### src/rtl/ex_muldiv_unit.sv
// rtl/ex_muldiv_unit.sv - iterative RV32M multiply/divide unit for the EX stage
//
// Ports:
//   CLK, RESET      clock (rising edge), asynchronous active-high reset
//   PC_SEL          branch/jump flush; aborts an op still iterating
//   IN_START        issue request, sampled only while idle
//   IN_MD_OP        funct3 (MUL MULH MULHSU MULHU DIV DIVU REM REMU)
//   IN_DATA1/2      rs1 / rs2 operand values
//   IN_RD           destination register index
//   OUT_BUSY        stall request while iterating
//   OUT_DONE        one-cycle result-valid pulse
//   OUT_RESULT      result, valid with OUT_DONE
//   OUT_RD          rd of the completed op, valid with OUT_DONE
//
// Build option: MULDIV_EARLY_OUT_EN retires trivial ops (zero multiply
// operand, divide by zero, signed overflow) one cycle after accept.

module ex_muldiv_unit #(
    parameter int XLEN = 32
) (
    input  logic            CLK,
    input  logic            RESET,
    input  logic            PC_SEL,
    input  logic            IN_START,
    input  logic [2:0]      IN_MD_OP,
    input  logic [XLEN-1:0] IN_DATA1,
    input  logic [XLEN-1:0] IN_DATA2,
    input  logic [4:0]      IN_RD,
    output logic            OUT_BUSY,
    output logic            OUT_DONE,
    output logic [XLEN-1:0] OUT_RESULT,
    output logic [4:0]      OUT_RD
);

    localparam int CW = $clog2(XLEN);

    localparam logic [1:0] S_IDLE = 2'd0;
    localparam logic [1:0] S_MUL  = 2'd1;
    localparam logic [1:0] S_DIV  = 2'd2;
    localparam logic [1:0] S_DONE = 2'd3;

    logic [1:0]        state;
    logic [CW-1:0]     cnt;
    logic [2:0]        op_q;
    logic [4:0]        rd_q;
    logic [XLEN-1:0]   d1_q;
    logic [XLEN-1:0]   d2_q;
    logic [XLEN-1:0]   mag_b;      // multiplicand or divisor magnitude
    logic [2*XLEN-1:0] acc;        // MUL: {partial, multiplier}; DIV: {remainder, quotient}
    logic              neg_q;      // product / quotient sign
    logic              negr_q;     // remainder sign (dividend sign)

    // Operand signedness from funct3: rs1 is signed for MUL/MULH/MULHSU/DIV/REM,
    // rs2 for MUL/MULH/DIV/REM.
    logic            sgn1, sgn2, neg1, neg2;
    logic [XLEN-1:0] mag1, mag2;

    always_comb begin
        sgn1 = IN_MD_OP[2] ? !IN_MD_OP[0] : (IN_MD_OP[1:0] != 2'b11);
        sgn2 = IN_MD_OP[2] ? !IN_MD_OP[0] : !IN_MD_OP[1];
        neg1 = sgn1 & IN_DATA1[XLEN-1];
        neg2 = sgn2 & IN_DATA2[XLEN-1];
        mag1 = neg1 ? -IN_DATA1 : IN_DATA1;
        mag2 = neg2 ? -IN_DATA2 : IN_DATA2;
    end

    // One iteration step for each engine.
    logic [XLEN:0]     mul_sum;
    logic [2*XLEN-1:0] mul_next;
    logic [XLEN:0]     div_sh;
    logic [XLEN:0]     div_diff;
    logic [2*XLEN-1:0] div_next;

    always_comb begin
        mul_sum  = {1'b0, acc[2*XLEN-1:XLEN]} + (acc[0] ? {1'b0, mag_b} : {(XLEN+1){1'b0}});
        mul_next = {mul_sum, acc[XLEN-1:1]};
        div_sh   = {acc[2*XLEN-1:XLEN], acc[XLEN-1]};
        div_diff = div_sh - {1'b0, mag_b};
        // A borrow out means the divisor did not fit: restore and shift in 0.
        div_next = div_diff[XLEN] ? {div_sh[XLEN-1:0], acc[XLEN-2:0], 1'b0}
                                  : {div_diff[XLEN-1:0], acc[XLEN-2:0], 1'b1};
    end

    // Final result is formed from the last iteration's next value so it can be
    // registered on the same edge that enters DONE.
    logic [2*XLEN-1:0] acc_fin;
    logic [2*XLEN-1:0] prod_fix;
    logic [XLEN-1:0]   quo_fix;
    logic [XLEN-1:0]   rem_fix;
    logic [XLEN-1:0]   final_res;

    always_comb begin
        acc_fin  = (state == S_DIV) ? div_next : mul_next;
        prod_fix = neg_q ? -acc_fin : acc_fin;
        quo_fix  = neg_q  ? -acc_fin[XLEN-1:0]      : acc_fin[XLEN-1:0];
        rem_fix  = negr_q ? -acc_fin[2*XLEN-1:XLEN] : acc_fin[2*XLEN-1:XLEN];
        if (!op_q[2]) begin
            final_res = (op_q[1:0] == 2'b00) ? prod_fix[XLEN-1:0] : prod_fix[2*XLEN-1:XLEN];
        end else if (d2_q == '0) begin
            final_res = op_q[1] ? d1_q : '1;
        end else begin
            final_res = op_q[1] ? rem_fix : quo_fix;
        end
    end

`ifdef MULDIV_EARLY_OUT_EN
    logic            early_hit;
    logic [XLEN-1:0] early_res;

    always_comb begin
        early_hit = 1'b0;
        early_res = '0;
        if (!IN_MD_OP[2]) begin
            early_hit = (IN_DATA1 == '0) || (IN_DATA2 == '0);
        end else if (IN_DATA2 == '0) begin
            early_hit = 1'b1;
            early_res = IN_MD_OP[1] ? IN_DATA1 : '1;
        end else if (!IN_MD_OP[0] && (IN_DATA1 == {1'b1, {(XLEN-1){1'b0}}})
                     && (IN_DATA2 == '1)) begin
            early_hit = 1'b1;
            early_res = IN_MD_OP[1] ? '0 : {1'b1, {(XLEN-1){1'b0}}};
        end
    end
`endif

    always_ff @(posedge CLK or posedge RESET) begin
        if (RESET) begin
            state      <= S_IDLE;
            cnt        <= '0;
            op_q       <= '0;
            rd_q       <= '0;
            d1_q       <= '0;
            d2_q       <= '0;
            mag_b      <= '0;
            acc        <= '0;
            neg_q      <= 1'b0;
            negr_q     <= 1'b0;
            OUT_RESULT <= '0;
            OUT_RD     <= '0;
        end else begin
            case (state)
                S_IDLE: begin
                    if (IN_START && !PC_SEL) begin
                        op_q   <= IN_MD_OP;
                        rd_q   <= IN_RD;
                        d1_q   <= IN_DATA1;
                        d2_q   <= IN_DATA2;
                        neg_q  <= neg1 ^ neg2;
                        negr_q <= neg1;
                        cnt    <= '0;
                        mag_b  <= IN_MD_OP[2] ? mag2 : mag1;
                        acc    <= {{XLEN{1'b0}}, (IN_MD_OP[2] ? mag1 : mag2)};
`ifdef MULDIV_EARLY_OUT_EN
                        if (early_hit) begin
                            OUT_RESULT <= early_res;
                            OUT_RD     <= IN_RD;
                            state      <= S_DONE;
                        end else begin
                            state <= IN_MD_OP[2] ? S_DIV : S_MUL;
                        end
`else
                        state <= IN_MD_OP[2] ? S_DIV : S_MUL;
`endif
                    end
                end
                S_MUL, S_DIV: begin
                    if (PC_SEL) begin
                        state <= S_IDLE;
                    end else begin
                        acc <= acc_fin;
                        cnt <= cnt + CW'(1);
                        if (cnt == CW'(XLEN-1)) begin
                            OUT_RESULT <= final_res;
                            OUT_RD     <= rd_q;
                            state      <= S_DONE;
                        end
                    end
                end
                default: begin
                    // DONE: the op predates any flush, so it always retires.
                    state <= S_IDLE;
                end
            endcase
        end
    end

    assign OUT_BUSY = (state == S_MUL) || (state == S_DIV);
    assign OUT_DONE = (state == S_DONE);

endmodule
### config.mk
export PLATFORM = sky130hd
export DESIGN_NAME = ex_muldiv_unit
export DESIGN_NICKNAME = d
export VERILOG_FILES = /design/src/rtl/ex_muldiv_unit.sv
export SDC_FILE = /design/constraint.sdc
export NUM_CORES = 1
export LEC_CHECK = 0
export BUFFER_PORTS_ARGS = -buffer_cell sky130_fd_sc_hd__buf_4
export CORE_MARGIN = 4
export CORE_UTILIZATION = 59
export DETAILED_ROUTE_END_ITERATION = 12
export GPL_TIMING_DRIVEN = 0
export PLACE_DENSITY = 0.82
export SLEW_MARGIN = 20
export SYNTH_ARGS = -nofsm -noshare
export SYNTH_HDL_FRONTEND = slang
export SYNTH_SLANG_ARGS = --single-unit
### constraint.sdc
create_clock -name CLK -period 9.6 [get_ports CLK]
set_clock_uncertainty 0.15 [all_clocks]
set_input_delay 1.44 -clock CLK [delete_from_list [all_inputs] [get_ports CLK]]
set_output_delay 1.44 -clock CLK [all_outputs]
set_load 0.005 [all_outputs]
# Word level (Yosys, flattened, before mapping)
# Index checks and enable logic that the tools add are counted.
# totals
reg_bits	214
n_memories	0
input_bits	76
ram_bits	0
output_inout_bits	39
latchBits	0
rom_bits	0
# op_classes
n_lt_le_gt_ge	0
mux	28
div_mod_pow	0
addsub	8
shifts	0
n_eq_ne	8
n_reduce_logical	14
mul	0
bitwise	4
# ops
operator	count
$mux 32	12
$mux 64	5
$neg 32->32	4
$pmux 64 s2	1
$neg 64->64	1
$add 32x32->33	1
$sub 33x32->33	1
$logic_not 32->1	1
$mux 5	2
$pmux 5 s2	1
$mux 2	4
$ne 2x2->1 const B	3
$reduce_and 3->1	2
$add 5x1->5 const B	1
$eq 5x5->1 const B	1
$eq 2x2->1 const B	2
$logic_not 2->1	2
$pmux 2 s2	1
$reduce_and 2->1	2
$logic_not 1->1	3
$ne 3x3->1 const B	1
$and 1x1->1	2
$eq 2x1->1 const B	1
$mux 1	2
6 further kinds	6

# Longest topological paths before layout
# depth
word_depth	8
ltp_mapped	23

# Least setup slack after synthesis
# OpenSTA, ideal clock, no wires.
# synth_path
path_type	reg-to-reg
startpoint	register state[0]
endpoint	register OUT_RESULT[28]
path_buffers	9
period_less_slack_ns	5.300
slack_ns	4.300
stages_incl_launch_ff	20
t_required_ns	9.311
arrival_time_ns	5.010
cell_sequence	dfrtp_1 -> inv_1 -> ha_1 -> buf_2 -> buf_2 -> buf_2 -> buf_2 -> buf_2 -> buf_2 -> buf_2 -> buf_1 -> buf_1 -> a31o_2 -> ha_1 -> nand4_4 -> or4_4 -> or4_1 -> o21ai_1 -> xnor2_1 -> o221ai_1
# synth_via
elab_chain_len	7
word_cells_on_any_way	15
cone_classes	add/sub: 3; eq/ne: 2; mux: 8; reduce/logical: 2
# synth_lines
element	line	source
start, declared	42	logic [1:0] state;
start signal, assigned	162	state <= IN_MD_OP[2] ? S_DIV : S_MUL;
$eq 2x2->1	93, 141	
$mux 64	93	acc_fin = (state == S_DIV) ? div_next : mul_next;
$neg 32->32, on equally long branches	95, 96	
$mux 32, on equally long branches	95, 96	
$mux 32	102	final_res = op_q[1] ? rem_fix : quo_fix;
$mux 32	99	end else if (d2_q == '0) begin
$mux 32	97	if (!op_q[2]) begin
end signal, assigned	173	OUT_RESULT <= final_res;
end, declared	31	output logic [XLEN-1:0] OUT_RESULT,
# Parallel ways exist; a longest one is shown, timed or not.
# A chain may end at the register's enable or synchronous reset.

# Final worst setup path
# Ends and elaborated chain as after synthesis.

==> impl_metrics.env <==
export IMPL_relSlewSlack=0.250
export IMPL_syn_avg_cell_area_sq_um=7.53
export IMPL_syn_nets=2665
export IMPL_core_sq_um=31600
export IMPL_arrival_ns=7.81
export IMPL_grt_pass1_vias=20500
export IMPL_globalplace_congestion=1.13
export IMPL_hp_class="flip-flop to flip-flop"
export IMPL_maxCapViolations=0
export IMPL_start_util=0.598
export IMPL_synth_commonest_cells="nand2_1, o21ai_0, dfrtp_1"
export IMPL_worstPathRequired_ns=9.89
export IMPL_dr_pass1_iters=8
export IMPL_dp_hpwl_um=64600
export IMPL_route_vias_total=21700
export IMPL_nFillCells=2723
export IMPL_drv_slew=0
export IMPL_drtIter0Drc=3282
export IMPL_cts_made_buffers=26
export IMPL_grt_usage=0.448
export IMPL_end_kind="flip-flop"
export IMPL_post_cts_buffers=0
export IMPL_clk_latency_ns=0.57
export IMPL_drive_above_1_share=0.0935
export IMPL_grt_busiest_layer="met2"
export IMPL_startpoint="state[0]$_DFFE_PP0P_"
export IMPL_utilization=0.669
export IMPL_finalSetupViolCount=0
export IMPL_grt_use_met3=0.150
export IMPL_fp_row_count=65
export IMPL_multi_input_area_sq_um=12700
export IMPL_yosysSeqAreaShare=0.283
export IMPL_antenna_found_initial=0
export IMPL_fin_crit_ns=7.52
export IMPL_yosysTopAreaCell="dfrtp_1"
export IMPL_met1_usage=0.559
export IMPL_drt_wl_total_um=82200
export IMPL_hp_start="rd_q[0]$_DFFE_PP0P_"
export IMPL_cts_tree="built"
export IMPL_path_class="flip-flop to flip-flop"
export IMPL_regToRegStartpoint="state[0]$_DFFE_PP0P_"
export IMPL_routed_via_density=7.05
export IMPL_grt_pass1_wl_um=122000
export IMPL_outcome="finished clean"
export IMPL_root_buffer="clkbuf_16"
export IMPL_drc=0
export IMPL_switchingPower_w=0.00465
export IMPL_max_freq_ghz=0.133
export IMPL_clk_path_buf_depth=3
export IMPL_power_frac_clock=0.121
export IMPL_cts_htree_levels=1
export IMPL_die_h_um=187
export IMPL_yosysTopAreaCellShare=0.283
export IMPL_die_area_sq_um=35000
export IMPL_synth_distinct_cells=108
export IMPL_finalSetupTns_ns=0
export IMPL_comb_power_share=0.673
export IMPL_powerDensity_nw_per_um2=390
export IMPL_final_nets=2808
export IMPL_synth_edf_count=0
export IMPL_clk_pin_slew_worst_paths_ns=0.06
export IMPL_grt_overflow=0
export IMPL_io_buffers=113
export IMPL_p_int_w=0.00361
export IMPL_cts_resized=0
export IMPL_p_total_w=0.00826
export IMPL_yosys_top_cells_area="dfrtp_1, nand2_1, o21ai_0"
export IMPL_async_reset_ff_frac=1.00
export IMPL_syn_instance_count=2514
export IMPL_ant_nets=0
export IMPL_power_leakage_nw=9.40
export IMPL_hold_viol_final=0
export IMPL_startpoint_type="flip-flop"
export IMPL_area_delta_synth_final_pct=11.9
export IMPL_use_met2=0.678
export IMPL_period_share=0.784
export IMPL_tightest_slew_ns=1.12
export IMPL_synth_most_common_cell="nand2_1"
export IMPL_cts_hold_buffers=0
export IMPL_whs_path_depth=2
export IMPL_seq_power_share=0.205
export IMPL_ff_latch_area_sq_um=5360
export IMPL_worst_path_max_fanout=10
export IMPL_ys_ff_latch=214
export IMPL_cts_num_sinks=214
export IMPL_yosys_warnings=0
export IMPL_ir_drop_uv=201
export IMPL_wire_per_inst_um=26.7
export IMPL_rsz0062_at_grt="false"
export IMPL_die_w_um=187
export IMPL_synthFlopType="dfrtp_1"
export IMPL_sw_frac_of_total=0.563
export IMPL_grt_max_degree=86
export IMPL_reg2regPathDepth=19
export IMPL_antenna_cells=0
export IMPL_syn_cell_area_sq_um=18900
export IMPL_ios=115
==> layout make-up <==
type | instances | share of cell area
Sequential cell | 214 | 0.253
Tap cell | 402 | 0.0238
Buffer | 154 | 0.0299
Timing Repair Buffer | 115 | 0.0427
Clock inverter | 13 | 0.00549
Clock buffer | 33 | 0.0339
Multi-Input combinational cell | 2078 | 0.599
Inverter | 68 | 0.0124
==> per-layer routing <==
metal	vias up	part of all wire
met3	430	0.14
met1	10100	0.36
met4	0	0.077
met5	-	0
li1	9341	-
met2	1796	0.42
==> worst paths after layout <==
path,slack (ns),endpoint
hold / removal,0.32,OUT_RD[0]$_DFFE_PP0P_
setup / recovery,2.08,OUT_RESULT[28]$_DFFE_PP0P_
hold reg to reg,0.32,OUT_RD[0]$_DFFE_PP0P_
setup reg to reg,2.08,OUT_RESULT[28]$_DFFE_PP0P_
min in group asynchronous,0.73,d2_q[22]$_DFFE_PP0P_
max in group asynchronous,7.39,acc[55]$_DFFE_PP0P_
==> cell families (layout without fill, tap and decap cells) <==
| kind of cell | Yosys count | in the layout | synth area share |
|---|---|---|---|
| AOI/OAI and AO/OA | 747 | 747 | 0.256 |
| xor gates and xnor gates | 183 | 183 | 0.0847 |
| adders and majority gates | 75 | 75 | 0.0504 |
| buffers and inverters | 222 | 383 | 0.0469 |
| DFF | 214 | 214 | 0.283 |
| muxes | 52 | 52 | 0.0282 |
| and+or+nand+nor | 1021 | 1021 | 0.250 |
==> power groups by stage <==
stage / combinational, W / sequential (W) / clock, W
finish: 0.00556 / 0.00170 / 0.00100
global route: 0.00587 / 0.00171 / 0.00103
CTS: 0.00529 / 0.00164 / 0.000982
detailed placement: 0.00525 / 0.00166 / 0
global placement: 0.00514 / 0.00164 / 0
floorplan: 0.00373 / 0.00144 / 0
==> through the flow <==
step | cell area, sq um | setup slack (ns) | cells | hold WS, ns
finish | 21200 | 2.08 | 3077 | 0.319
global route | 21200 | 1.91 | 3077 | 0.355
CTS | 21200 | 2.42 | 3077 | 0.322
detailed placement | 20300 | 2.42 | 3031 | 0.306
global placement | 20300 | -0.173 | 3029 | 0.298
floorplan | 18900 | 2.16 | 2514 | 0.287
==> state kept, by name, summed over array words and instances, names as in the netlist <==
signal      cells
d1_q           32
d2_q           32
state           2
neg_q           1
OUT_RD          5
cnt             5
OUT_RESULT     32
rd_q            5
acc            64
mag_b          32
negr_q          1
op_q            3
==> layout by cell type, fill, tap and decap left out, types with 10 or more instances in the layout <==
cell / netlist / layout
o22ai_1: 19 / 19
nand2b_1: 22 / 22
nor4_1: 23 / 23
xnor2_1: 91 / 91
nor2b_1: 12 / 12
and2_1: 45 / 45
inv_1: 66 / 65
o41ai_1: 13 / 13
mux2i_1: 42 / 42
a211oi_1: 21 / 21
dfrtp_1: 214 / 214
o21ai_0: 221 / 221
a21oi_1: 171 / 171
a22oi_1: 11 / 11
nor2_1: 170 / 170
o31ai_1: 30 / 30
mux2_2: 10 / 10
or2_2: 10 / 10
nand4_1: 29 / 29
a21o_1: 32 / 32
nand2_1: 503 / 503
clkbuf_16: 0 / 27
xor2_1: 92 / 92
or4_1: 11 / 11
o221ai_1: 40 / 40
or3_1: 13 / 13
clkbuf_1: 110 / 114
ha_1: 73 / 73
a31oi_1: 23 / 22
buf_4: 3 / 116
o21a_1: 11 / 11
nor3_1: 51 / 51
o21ai_1: 10 / 10
buf_2: 23 / 23
o211ai_1: 34 / 34
and3_1: 20 / 20
buf_1: 16 / 16
nand3_1: 67 / 67
==> worst max-delay path, cell delays in order (launching register included) <==
cell and delay (ns):
dfrtp_1 0.39, inv_1 0.10, ha_1 0.47, buf_2 0.35, buf_2 0.33, buf_2 0.38, buf_2 0.34, buf_2 0.34
buf_2 0.30, buf_2 0.30, buf_1 0.63, buf_1 0.70, a31o_2 0.40, ha_1 0.29, nand4_4 0.20, or4_4 0.56
or4_1 0.54, o21ai_1 0.22, xnor2_1 0.23, o221ai_1 0.18
Note: power is estimated with default switching activity, not from simulation.
